[src/rtl/vga_mem_arbiter.sv]
// vga_mem_arbiter: shares one synchronous single-port character/pixel memory
// between the VGA display fetch port and a host update port.
//
// Display fetches have absolute priority and a fixed read latency of RD_LAT+1
// clocks. The host is served only on cycles the display leaves free, and never
// on two consecutive edges.
//
// Build option: define VGA_ARB_BLANK_ONLY_EN to restrict host grants to cycles
// where disp_active = 0 (blanking only). Undefined by default, in which case
// disp_active is ignored.
//
// Host handshake: host_req is held high with host_we/host_addr/host_wdata
// stable until host_ack pulses for one cycle. In the cycle after host_ack the
// host either drops host_req or presents its next request. The arbiter never
// grants in that cycle, so a held request cannot be acked twice. Read data
// returns later on host_rdata with a one-cycle host_rvalid pulse.
//
// dbg_state_o exposes the FSM state: 0 = IDLE, 1 = DISP, 2 = HOST.

module vga_mem_arbiter #(
  parameter int AW     = 11,
  parameter int DW     = 8,
  parameter int RD_LAT = 1
) (
  input  logic          clk,
  input  logic          rst_n,
  input  logic          disp_req,
  input  logic [AW-1:0] disp_addr,
  input  logic          disp_active,
  output logic [DW-1:0] disp_data,
  output logic          disp_valid,
  input  logic          host_req,
  input  logic          host_we,
  input  logic [AW-1:0] host_addr,
  input  logic [DW-1:0] host_wdata,
  output logic          host_ack,
  output logic [DW-1:0] host_rdata,
  output logic          host_rvalid,
  output logic [AW-1:0] mem_addr,
  output logic          mem_we,
  output logic [DW-1:0] mem_wdata,
  input  logic [DW-1:0] mem_rdata,
  output logic [1:0]    dbg_state_o
);

  // The tag shift register and the memory model around it only make sense
  // for one or two cycles of memory read latency.
  if (RD_LAT < 1 || RD_LAT > 2) begin : g_rd_lat_check
    $error("vga_mem_arbiter: RD_LAT must be 1 or 2");
  end

  // State records who owns the access issued at the last edge.
  typedef enum logic [1:0] {
    ST_IDLE = 2'd0,
    ST_DISP = 2'd1,
    ST_HOST = 2'd2
  } state_e;

  state_e state_q, state_d;

  logic [AW-1:0] mem_addr_q,  mem_addr_d;
  logic          mem_we_q,    mem_we_d;
  logic [DW-1:0] mem_wdata_q, mem_wdata_d;
  logic          host_ack_q,  host_ack_d;

  // Owner tags travel alongside the memory access; the tag leaving stage
  // RD_LAT says who the current mem_rdata belongs to.
  logic [RD_LAT:0] disp_tag_q;
  logic [RD_LAT:0] hrd_tag_q;
  logic            disp_tag_d;
  logic            hrd_tag_d;

  logic [DW-1:0] disp_data_q;
  logic          disp_valid_q;
  logic [DW-1:0] host_rdata_q;
  logic          host_rvalid_q;

  logic host_ok;

`ifdef VGA_ARB_BLANK_ONLY_EN
  // Host writes during the visible region would tear the picture.
  assign host_ok = ~disp_active;
`else
  logic unused_disp_active;
  assign unused_disp_active = disp_active;
  assign host_ok            = 1'b1;
`endif

  // State register.
  always_ff @(posedge clk or negedge rst_n) begin
    if (!rst_n) begin
      state_q <= ST_IDLE;
    end else begin
      state_q <= state_d;
    end
  end

  // Next owner: display first, then host unless it owned the last edge.
  always_comb begin
    state_d = ST_IDLE;
    if (disp_req) begin
      state_d = ST_DISP;
    end else if (host_req && (state_q != ST_HOST) && host_ok) begin
      state_d = ST_HOST;
    end
  end

  // Memory-port values and tags that go with the chosen owner.
  always_comb begin
    mem_addr_d  = mem_addr_q;
    mem_we_d    = 1'b0;
    mem_wdata_d = mem_wdata_q;
    host_ack_d  = 1'b0;
    disp_tag_d  = 1'b0;
    hrd_tag_d   = 1'b0;
    case (state_d)
      ST_DISP: begin
        mem_addr_d = disp_addr;
        disp_tag_d = 1'b1;
      end
      ST_HOST: begin
        mem_addr_d  = host_addr;
        mem_we_d    = host_we;
        mem_wdata_d = host_wdata;
        host_ack_d  = 1'b1;
        hrd_tag_d   = ~host_we;
      end
      default: begin
      end
    endcase
  end

  // Registered memory port and host acknowledge.
  always_ff @(posedge clk or negedge rst_n) begin
    if (!rst_n) begin
      mem_addr_q  <= '0;
      mem_we_q    <= 1'b0;
      mem_wdata_q <= '0;
      host_ack_q  <= 1'b0;
    end else begin
      mem_addr_q  <= mem_addr_d;
      mem_we_q    <= mem_we_d;
      mem_wdata_q <= mem_wdata_d;
      host_ack_q  <= host_ack_d;
    end
  end

  // Owner tag pipeline; reset discards anything in flight.
  always_ff @(posedge clk or negedge rst_n) begin
    if (!rst_n) begin
      disp_tag_q <= '0;
      hrd_tag_q  <= '0;
    end else begin
      disp_tag_q <= {disp_tag_q[RD_LAT-1:0], disp_tag_d};
      hrd_tag_q  <= {hrd_tag_q[RD_LAT-1:0], hrd_tag_d};
    end
  end

  // Steer returning read data to its owner and pulse the matching valid.
  always_ff @(posedge clk or negedge rst_n) begin
    if (!rst_n) begin
      disp_data_q   <= '0;
      disp_valid_q  <= 1'b0;
      host_rdata_q  <= '0;
      host_rvalid_q <= 1'b0;
    end else begin
      disp_valid_q  <= disp_tag_q[RD_LAT];
      host_rvalid_q <= hrd_tag_q[RD_LAT];
      if (disp_tag_q[RD_LAT]) begin
        disp_data_q <= mem_rdata;
      end
      if (hrd_tag_q[RD_LAT]) begin
        host_rdata_q <= mem_rdata;
      end
    end
  end

  assign mem_addr    = mem_addr_q;
  assign mem_we      = mem_we_q;
  assign mem_wdata   = mem_wdata_q;
  assign host_ack    = host_ack_q;
  assign disp_data   = disp_data_q;
  assign disp_valid  = disp_valid_q;
  assign host_rdata  = host_rdata_q;
  assign host_rvalid = host_rvalid_q;
  assign dbg_state_o = state_q;

endmodule

[config.mk]
export PLATFORM = sky130hd
export DESIGN_NAME = vga_mem_arbiter
export DESIGN_NICKNAME = d
export VERILOG_FILES = /design/src/rtl/vga_mem_arbiter.sv
export SDC_FILE = /design/constraint.sdc
export NUM_CORES = 1
export LEC_CHECK = 0
export CORE_AREA = 5 5 82 61
export DETAILED_ROUTE_END_ITERATION = 16
export DIE_AREA = 0 0 87 66
export PLACE_DENSITY_LB_ADDON = 0.12
export SYNTH_ARGS = -nofsm -noshare
export SYNTH_HDL_FRONTEND = slang
export SYNTH_SLANG_ARGS = --single-unit
[constraint.sdc]
create_clock -name clk -period 3.25 [get_ports clk]
set_input_delay 0.325 -clock clk [delete_from_list [all_inputs] [get_ports clk]]
set_output_delay 0.325 -clock clk [all_outputs]
set_load 0.02 [all_outputs]
==> results of run 1 <==
==> critical path, stage by stage <==
cell and delay [ns]:
clkdlybuf4s50_1 0.63, a21oi_1 0.76, a221o_2 0.29
==> area by class of cell <==
class                   instances  area [sq um]
clock buffers                   6          82.6
clock inverters                 2          15.0
fillers                       319          1580
inverters                       1          8.76
multi-input cells              51           493
flip-flops and latches         44          1100
well taps                      55          68.8
repair buffers                 83           826
==> cell families after synthesis <==
| kind of cell | count (synthesis) | synth area share (%) |
|---|---|---|
| AO/OA/AOI/OAI | 12 | 7.04 |
| buffers and inverters | 9 | 4.57 |
| flip-flops | 44 | 65.9 |
| multiplexers | 24 | 16.2 |
| AND/OR/NAND/NOR | 15 | 6.29 |
==> flip-flops by register name, summed over array words and instances (netlist names), 2 cells and up <==
register    flops
disp_tag_q      2
hrd_tag_q       2
mem_addr       11
host_rdata      8
disp_data       8
mem_wdata       8
==> worst max path at each step <==
stage / slack, ns / startpoint / endpoint
finish: 1.48 / disp_req / mem_addr[3]
global route: 1.30 / disp_req / mem_addr[3]
CTS: 1.41 / disp_req / mem_addr[3]
detailed placement: 1.11 / disp_req / mem_addr[3]
global placement: 1.16 / disp_req / mem_addr[4]
floorplan: 1.83 / dbg_state_o[0] / mem_addr[0]
==> cell usage in the layout, fill, tap and decap left out <==
cell type        instances
clkdlybuf4s50_1         82
dfrtp_1                 44
mux2_2                  24
and2_1                  11
a221o_1                  9
clkbuf_8                 6
a221o_2                  2
clkinvlp_4               2
nand2b_4                 1
nand3b_2                 1
inv_6                    1
nor2_1                   1
a21oi_1                  1
and2_2                   1
buf_2                    1
==> power groups by stage <==
stage               clock network, mW  logic (mW)  registers [mW]
finish                          0.351       0.359           0.651
global route                    0.389       0.381           0.660
CTS                             0.363       0.365           0.652
detailed placement                  0       0.365           0.662
global placement                    0       0.359           0.657
floorplan                           0      0.0837           0.737
==> metal layers <==
layer	vias to the layer above	part of all wire, %	wire (microns)
met3	7	11	402
met1	573	41	1510
met2	58	46	1710
met4	0	1.3	49
met5	-	0	0
li1	537	-	-
==> results.json, run 1 <==
{
  "fp.dieH_microns": 66,
  "cts-root-buf": "clkbuf_8",
  "die_width_microns": 87,
  "hold_path_class": "in -> async",
  "dpl.hpwl_microns": 2800,
  "dpl.cell_count": 234,
  "relSlewSlack_pct": 38.0,
  "p_sw_mw": 0.370,
  "met1_usage_pct": 16.2,
  "synth_area_leaders": "dfrtp_1, mux2_2, a221o_1",
  "setup_ws_ns": 1.48,
  "insertion_delay_ns": 0.29,
  "synth_fp_nets": 148,
  "swShare_pct": 27.2,
  "maxCapViolCount": 0,
  "synth_area_sq_um": 1670,
  "cp-end-kind": "flop",
  "final_nets": 230,
  "grt-busiest-layer": "met2",
  "synth_top_area_share_pct": 65.9,
  "grt_overflow_total": 0,
  "avgSynthCellArea_sq_um": 16.1,
  "fin_cells": 242,
  "ys_dominant_reg_cell": "dfrtp_1",
  "cts_tree": "built",
  "htreeDepth": 2,
  "synth_common_cells": "dfrtp_1, mux2_2, and2_1",
  "yosysSeqAreaShare_pct": 65.9,
  "synth_edf_count": 0,
  "dr.pass1.iters": 4,
  "p_seq_share_pct": 47.8,
  "routed_via_density": 4.86,
  "placed_area_sq_um": 2500,
  "clk_pin_slew_ns": 0.08,
  "place_ws_ns": 1.11,
  "comb_power_share_pct": 26.4,
  "post-synth-top-count-cell": "dfrtp_1",
  "grt_pass1_wl_microns": 6130,
  "vias": 1175,
  "finalCritPeriodShare_pct": 54.6,
  "finalHoldViolations": 0,
  "dieArea_sq_um": 5740,
  "reg2reg_to": "mem_addr[3]",
  "yosys_warnings": 0,
  "required_ns": 3.48,
  "initialDrtViolationCount": 29,
  "cellPowerDensity_nw_per_um2": 524,
  "diodes": 0,
  "port_buffers": 83,
  "ant_nets": 0,
  "grt_usage_pct": 14.0,
  "leakagePower_nw": 1.08,
  "cts_buffer_depth": 2,
  "internal_power_mw": 0.990,
  "holdBufCountCts": 0,
  "min_period_ns": 1.77,
  "worst_slew_pin_slew_ns": 0.930,
  "outcome": "completed",
  "place.gp.congestion": 0.732,
  "max_freq_ghz": 0.564,
  "clkPwrFrac_pct": 25.8,
  "fin_util_pct": 62.1,
  "cts_setup_buffers": 0,
  "grtUsageMet3_pct": 5.48,
  "layout-drive-gt1-share_pct": 20.9,
  "tns_ns": 0,
  "fin_skew_ns": 0.00329,
  "routed_wl_microns": 3670,
  "crit_type": "in -> reg",
  "numCtsBuffers": 5,
  "yosys.area.top_type": "dfrtp_1",
  "grt_pass1_vias": 1286,
  "area_growth_pct": 55.4,
  "holdWs_ns": 0.170,
  "async_flop_share_pct": 100,
  "final_area_sq_um": 2590,
  "pin_count": 85,
  "drcViolationCount": 0,
  "synth_cell_types": 17,
  "cts.repair.resized": 0,
  "ir_worst_vdd_uv": 354,
  "rows": 20,
  "grt_max_degree": 45,
  "wl_per_cell_microns": 15.2,
  "drv_slew": 0,
  "start_util_pct": 40.0,
  "start_kind": "input port",
  "ys_seq_elements": 44,
  "arrival_ns": 2.00,
  "antenna_found_initial": 0,
  "synth_cells": 104,
  "regToRegSetupSlack_ns": 1.70,
  "use_met2_pct": 23.5,
  "cts_sinks": 44,
  "reg2reg_from": "dbg_state_o[0]",
  "rsz0062_at_grt": "no",
  "power.total_mw": 1.36,
  "cp_max_fo": 15,
  "reg2reg_depth": 3,
  "setup_violations": 0,
  "coreArea_sq_um": 4180
}
Power figures use the tool's default switching activity.
==> run 2, diff against run 1 <==
--- a/config.mk
+++ b/config.mk
@@ -5,9 +5,9 @@
 export SDC_FILE = /design/constraint.sdc
 export NUM_CORES = 1
 export LEC_CHECK = 0
-export CORE_AREA = 5 5 82 61
+export CORE_AREA = 5 5 89 66
 export DETAILED_ROUTE_END_ITERATION = 16
-export DIE_AREA = 0 0 87 66
+export DIE_AREA = 0 0 94 71
 export PLACE_DENSITY_LB_ADDON = 0.12
 export SYNTH_ARGS = -nofsm -noshare
 export SYNTH_HDL_FRONTEND = slang
==> constraint.sdc (replaced) <==
create_clock -name clk -period 1.5 [get_ports clk]
set_input_delay 0.15 -clock clk [delete_from_list [all_inputs] [get_ports clk]]
set_output_delay 0.15 -clock clk [all_outputs]
set_load 0.02 [all_outputs]
==> run 2 against run 1 <==
Effect of this change:
- flip-flop and latch count did not move
- non-clock buffer count increased by 6
- setup slack worse by 1.4 ns
- global-route usage decreased by 1.3 points
- sequential power grew 120%
- register-to-register slack got worse by 1.5 ns
- worst hold slack improved by 0.11 ns
- critical path depth is 2 lower
- critical endpoint is now mem_addr[8]
- highest routed layer unchanged
==> results.json, run 2 (synthesized netlist as in run 1, its figures left out) <==
{
  "outcome": "completed",
  "dr.pass1.iters": 4,
  "fin_cells": 265,
  "ir_worst_vdd_uv": 587,
  "cts_tree": "built",
  "cts-root-buf": "clkbuf_8",
  "vias": 1157,
  "grt_pass1_wl_microns": 6590,
  "min_period_ns": 1.44,
  "hold_path_class": "in -> async",
  "final_cell_mix": "clkdlybuf4s50_1, dfrtp_1, mux2_2",
  "setup_ws_ns": 0.0632,
  "start_util_pct": 33.3,
  "max_stage_delay_ns": 0.62,
  "cp_cell_sequence": "clkdlybuf4s50_1",
  "final_common_cell": "clkdlybuf4s50_1",
  "final_area_sq_um": 2680,
  "insertion_delay_ns": 0.29,
  "maxCapViolCount": 0,
  "final_nets": 236,
  "largest_reg_flops": 11,
  "cp_max_fo": 2,
  "grt_max_degree": 17,
  "layout-drive-gt1-share_pct": 23.3,
  "fp.dieH_microns": 71,
  "tns_ns": 0,
  "power.total_mw": 3.09,
  "cts_buffer_depth": 2,
  "coreArea_sq_um": 5010,
  "grt_pass1_vias": 1346,
  "place.gp.congestion": 0.706,
  "cts_sinks": 44,
  "relSlewSlack_pct": 65.6,
  "arrival_ns": 1.29,
  "drv_slew": 0,
  "max_freq_ghz": 0.696,
  "cellPowerDensity_nw_per_um2": 1150,
  "holdWs_ns": 0.285,
  "clk_pin_slew_ns": 0.09,
  "die_width_microns": 94,
  "rsz0062_at_grt": "no",
  "fin_util_pct": 53.5,
  "place_ws_ns": -0.157,
  "crit_family": "buffers and inverters",
  "drcViolationCount": 0,
  "critical_path_buf_inv_count": 1,
  "grt_overflow_total": 0,
  "slowest_stage": "clkdlybuf4s50_1",
  "fillers": 443,
  "antenna_found_initial": 0,
  "routed_wl_microns": 3910,
  "rows": 22,
  "wl_per_cell_microns": 14.8,
  "leakagePower_nw": 1.13,
  "grt_usage_pct": 12.7,
  "required_ns": 1.35,
  "ant_nets": 0,
  "dieArea_sq_um": 6670,
  "cp-end-kind": "primary output",
  "cts_setup_buffers": 0,
  "crit_type": "reg -> out",
  "finalCritPeriodShare_pct": 95.8,
  "start_kind": "flop",
  "worst_slew_pin_slew_ns": 0.515,
  "diodes": 0,
  "routed_via_density": 4.37,
  "fin_skew_ns": 0.00909,
  "finalHoldViolations": 0,
  "pin_count": 85,
  "dpl.hpwl_microns": 3050,
  "htreeDepth": 2,
  "area_growth_pct": 60.4,
  "initialDrtViolationCount": 25,
  "numCtsBuffers": 5,
  "port_buffers": 83,
  "placed_area_sq_um": 2560,
  "setup_violations": 0,
  "dpl.cell_count": 256
}
[run 2: report_power, final]
| group | internal, mW | switching (mW) | leakage, nW | total, mW |
|---|---|---|---|---|
| Combinational | 0.454 | 0.338 | 0.542 | 0.792 |
| Clock | 0.493 | 0.394 | 0.0541 | 0.887 |
| Sequential | 1.33 | 0.0817 | 0.529 | 1.41 |
[run 2: timing repair]
action / CTS / global route
endpoints found under the setup margin: 13 / 0
resized for setup: 3 / 0
endpoints found under the hold margin: 13 / 0
hold buffers: 1 / 0
[run 2: area by class of cell]
class	instances	area [sq um]	area share, %
Inverter	1	8.76	0.327
Timing Repair Buffer	89	871	32.5
Clock inverter	3	42.5	1.59
Sequential cell	44	1100	41.1
Tap cell	72	90.1	3.36
Multi-Input combinational cell	51	497	18.5
Clock buffer	5	68.8	2.57
[run 2: worst reg2reg max path, cell delays in order (launching register included)]
cell	delay, ns
dfrtp_1	0.39
nand2b_4	0.15
nand3b_2	0.12
buf_4	0.20
mux2_2	0.35
[run 2: final timing paths]
check	slack, ns	depth (start not counted)	start	end
max	0.06	1	mem_addr[8]	mem_addr[8]
min reg2reg	0.35	0	disp_tag_q[0]	disp_tag_q[1]
max in group asynchronous	0.74	3	rst_n	disp_data[0]
min	0.28	2	rst_n	mem_addr[8]
min in group clk	0.35	0	disp_tag_q[0]	disp_tag_q[1]
max reg2reg	0.18	4	dbg_state_o[0]	mem_wdata[2]
[run 2: routing by layer]
metal | GRT usage, % | vias up | share of wire, % | routed length [microns]
met5 | 0 | - | 0 | 0
li1 | - | 542 | - | -
met1 | 15.6 | 540 | 42 | 1650
met4 | 4.81 | 0 | 1.2 | 48
met2 | 19.3 | 67 | 44 | 1740
met3 | 6.27 | 8 | 12 | 471
==> run 3, diff against run 2 <==
--- a/config.mk
+++ b/config.mk
@@ -5,10 +5,11 @@
 export SDC_FILE = /design/constraint.sdc
 export NUM_CORES = 1
 export LEC_CHECK = 0
-export CORE_AREA = 5 5 89 66
+export CORE_AREA = 2 2 86 63
 export DETAILED_ROUTE_END_ITERATION = 16
-export DIE_AREA = 0 0 94 71
+export DIE_AREA = 0 0 88 65
 export PLACE_DENSITY_LB_ADDON = 0.12
+export SKIP_LAST_GASP = 1
 export SYNTH_ARGS = -nofsm -noshare
 export SYNTH_HDL_FRONTEND = slang
 export SYNTH_SLANG_ARGS = --single-unit
==> run 3 against run 2 <==
Effect of this change:
- worst hold slack better by 0.069 ns
- clock power down 17%
- setup slack better by 0.012 ns
- maximum frequency up 0.83%
- critical path type unchanged
- critical endpoint is now mem_addr[9]
==> results.json, run 3 (synthesized netlist as in run 1, its figures left out) <==
{
  "cp_max_fo": 2,
  "required_ns": 1.35,
  "pin_count": 85,
  "rsz0062_at_grt": "no",
  "wl_per_cell_microns": 13.5,
  "ir_worst_vdd_uv": 448,
  "arrival_ns": 1.27,
  "worst_slew_pin_slew_ns": 0.548,
  "final_nets": 234,
  "place.gp.congestion": 0.686,
  "die_width_microns": 88,
  "hold_path_class": "reg -> reg",
  "crit_type": "reg -> out",
  "reg2reg_to": "mem_wdata[3]",
  "relSlewSlack_pct": 63.5,
  "outcome": "completed",
  "grt_pass1_wl_microns": 5780,
  "initialDrtViolationCount": 35,
  "layout-drive-gt1-share_pct": 21.5,
  "setup_violations": 0,
  "dpl.hpwl_microns": 2630,
  "leakagePower_nw": 1.12,
  "port_buffers": 83,
  "dr.pass1.iters": 4,
  "final_cell_mix": "clkdlybuf4s50_1, dfrtp_1, mux2_2",
  "reg2reg_depth": 4,
  "drv_slew": 0,
  "min-delay-start": "disp_tag_q[0]",
  "tns_ns": 0,
  "fin_cells": 263,
  "numCtsBuffers": 5,
  "grt_overflow_total": 0,
  "regToRegSetupSlack_ns": 0.18,
  "cts_tree": "built",
  "coreArea_sq_um": 4980,
  "area_growth_pct": 58.4,
  "crit_family": "buffers and inverters",
  "cellPowerDensity_nw_per_um2": 1110,
  "clk_pin_slew_ns": 0.07,
  "grt_usage_pct": 13.6,
  "reg2reg_from": "dbg_state_o[0]",
  "start_util_pct": 33.5,
  "min_path_cells": 0,
  "critical_path_buf_inv_count": 1,
  "dieArea_sq_um": 5720,
  "maxCapViolCount": 0,
  "finalCritPeriodShare_pct": 95.0,
  "htreeDepth": 2,
  "antenna_found_initial": 0,
  "rows": 22,
  "slowest_stage": "clkdlybuf4s50_1",
  "fp.dieH_microns": 65,
  "max_freq_ghz": 0.702,
  "drcViolationCount": 0,
  "grt_max_degree": 45,
  "grt_pass1_vias": 1195,
  "start_kind": "flop",
  "fillers": 418,
  "fin_skew_ns": 0.00358,
  "max_stage_delay_ns": 0.62,
  "largest_reg_flops": 11,
  "cp_cell_sequence": "clkdlybuf4s50_1",
  "whs_endpoint": "disp_tag_q[1]",
  "min_period_ns": 1.42,
  "vias": 1135,
  "ant_nets": 0,
  "diodes": 0,
  "cp-end-kind": "primary output",
  "finalHoldViolations": 0,
  "final_common_cell": "clkdlybuf4s50_1",
  "routed_wl_microns": 3550,
  "cts_sinks": 44,
  "cts-root-buf": "clkbuf_8",
  "cts_buffer_depth": 2,
  "insertion_delay_ns": 0.28,
  "routed_via_density": 4.32,
  "dpl.cell_count": 254
}
==> run 3: final cells by class <==
type	instances	area, sq um	area share, %
multi-input combinational	51	497	18.8
tap	72	90.1	3.40
timing repair buffer	87	860	32.5
inverter	1	8.76	0.331
clock buffer	8	90.1	3.40
sequential	44	1100	41.6
==> run 3: worst max-delay path by stage <==
stage	from	to	slack, ns	depth (start not counted)
after floorplan	dbg_state_o[0]	mem_addr[0]	0.08	6
after global placement	host_req	mem_addr[3]	-0.11	3
after detailed placement	disp_req	mem_addr[10]	-0.11	3
after CTS	host_ack	host_ack	0.004	1
after global routing	mem_addr[7]	mem_addr[7]	0.02	1
final	mem_addr[9]	mem_addr[9]	0.08	1
==> run 3: what timing repair did <==
item                                   4_1_cts  5_1_grt
endpoints found under the hold margin       44        0
buffers inserted                             0        0
hold buffers                                 1        0
pin swaps                                    0        0
gates resized for setup                      2        1
setup endpoints to repair                   13        1
==> run 3: where the power goes <==
group	switching, mW	leakage (nW)	total, mW	internal (mW)
combinational	0.336	0.543	0.786	0.451
clock	0.357	0.0455	0.732	0.375
sequential	0.0808	0.529	1.41	1.33
==> run 3: metrics by stage <==
| stage | area, sq um | power [mW] | hold WS, ns | utilization, % | setup slack, ns |
|---|---|---|---|---|---|
| global route | 2650 | 3.09 | 0.362 | 53.1 | 0.0191 |
| global placement | 2540 | 2.21 | 0.248 | 51.0 | -0.109 |
| floorplan | 1670 | 1.78 | -0.146 | - | 0.0757 |
| finish | 2650 | 2.93 | 0.354 | 53.1 | 0.0751 |
| detailed placement | 2540 | 2.23 | 0.266 | 51.0 | -0.108 |
| CTS | 2640 | 2.98 | 0.354 | 53.1 | 0.00411 |
==> run 3: routing by layer <==
metal,up-vias,wire length [microns],GRT usage (%)
li1,541,-,-
met1,541,1580,17.7
met2,48,1660,20.3
met3,5,266,4.97
met4,0,40,5.77
met5,-,0,0
==> run 3: worst register-to-register path: stages (launching register included) <==
cell      delay, ns
dfrtp_1        0.38
nand2b_4       0.15
nand3b_2       0.13
buf_4          0.19
mux2_2         0.34
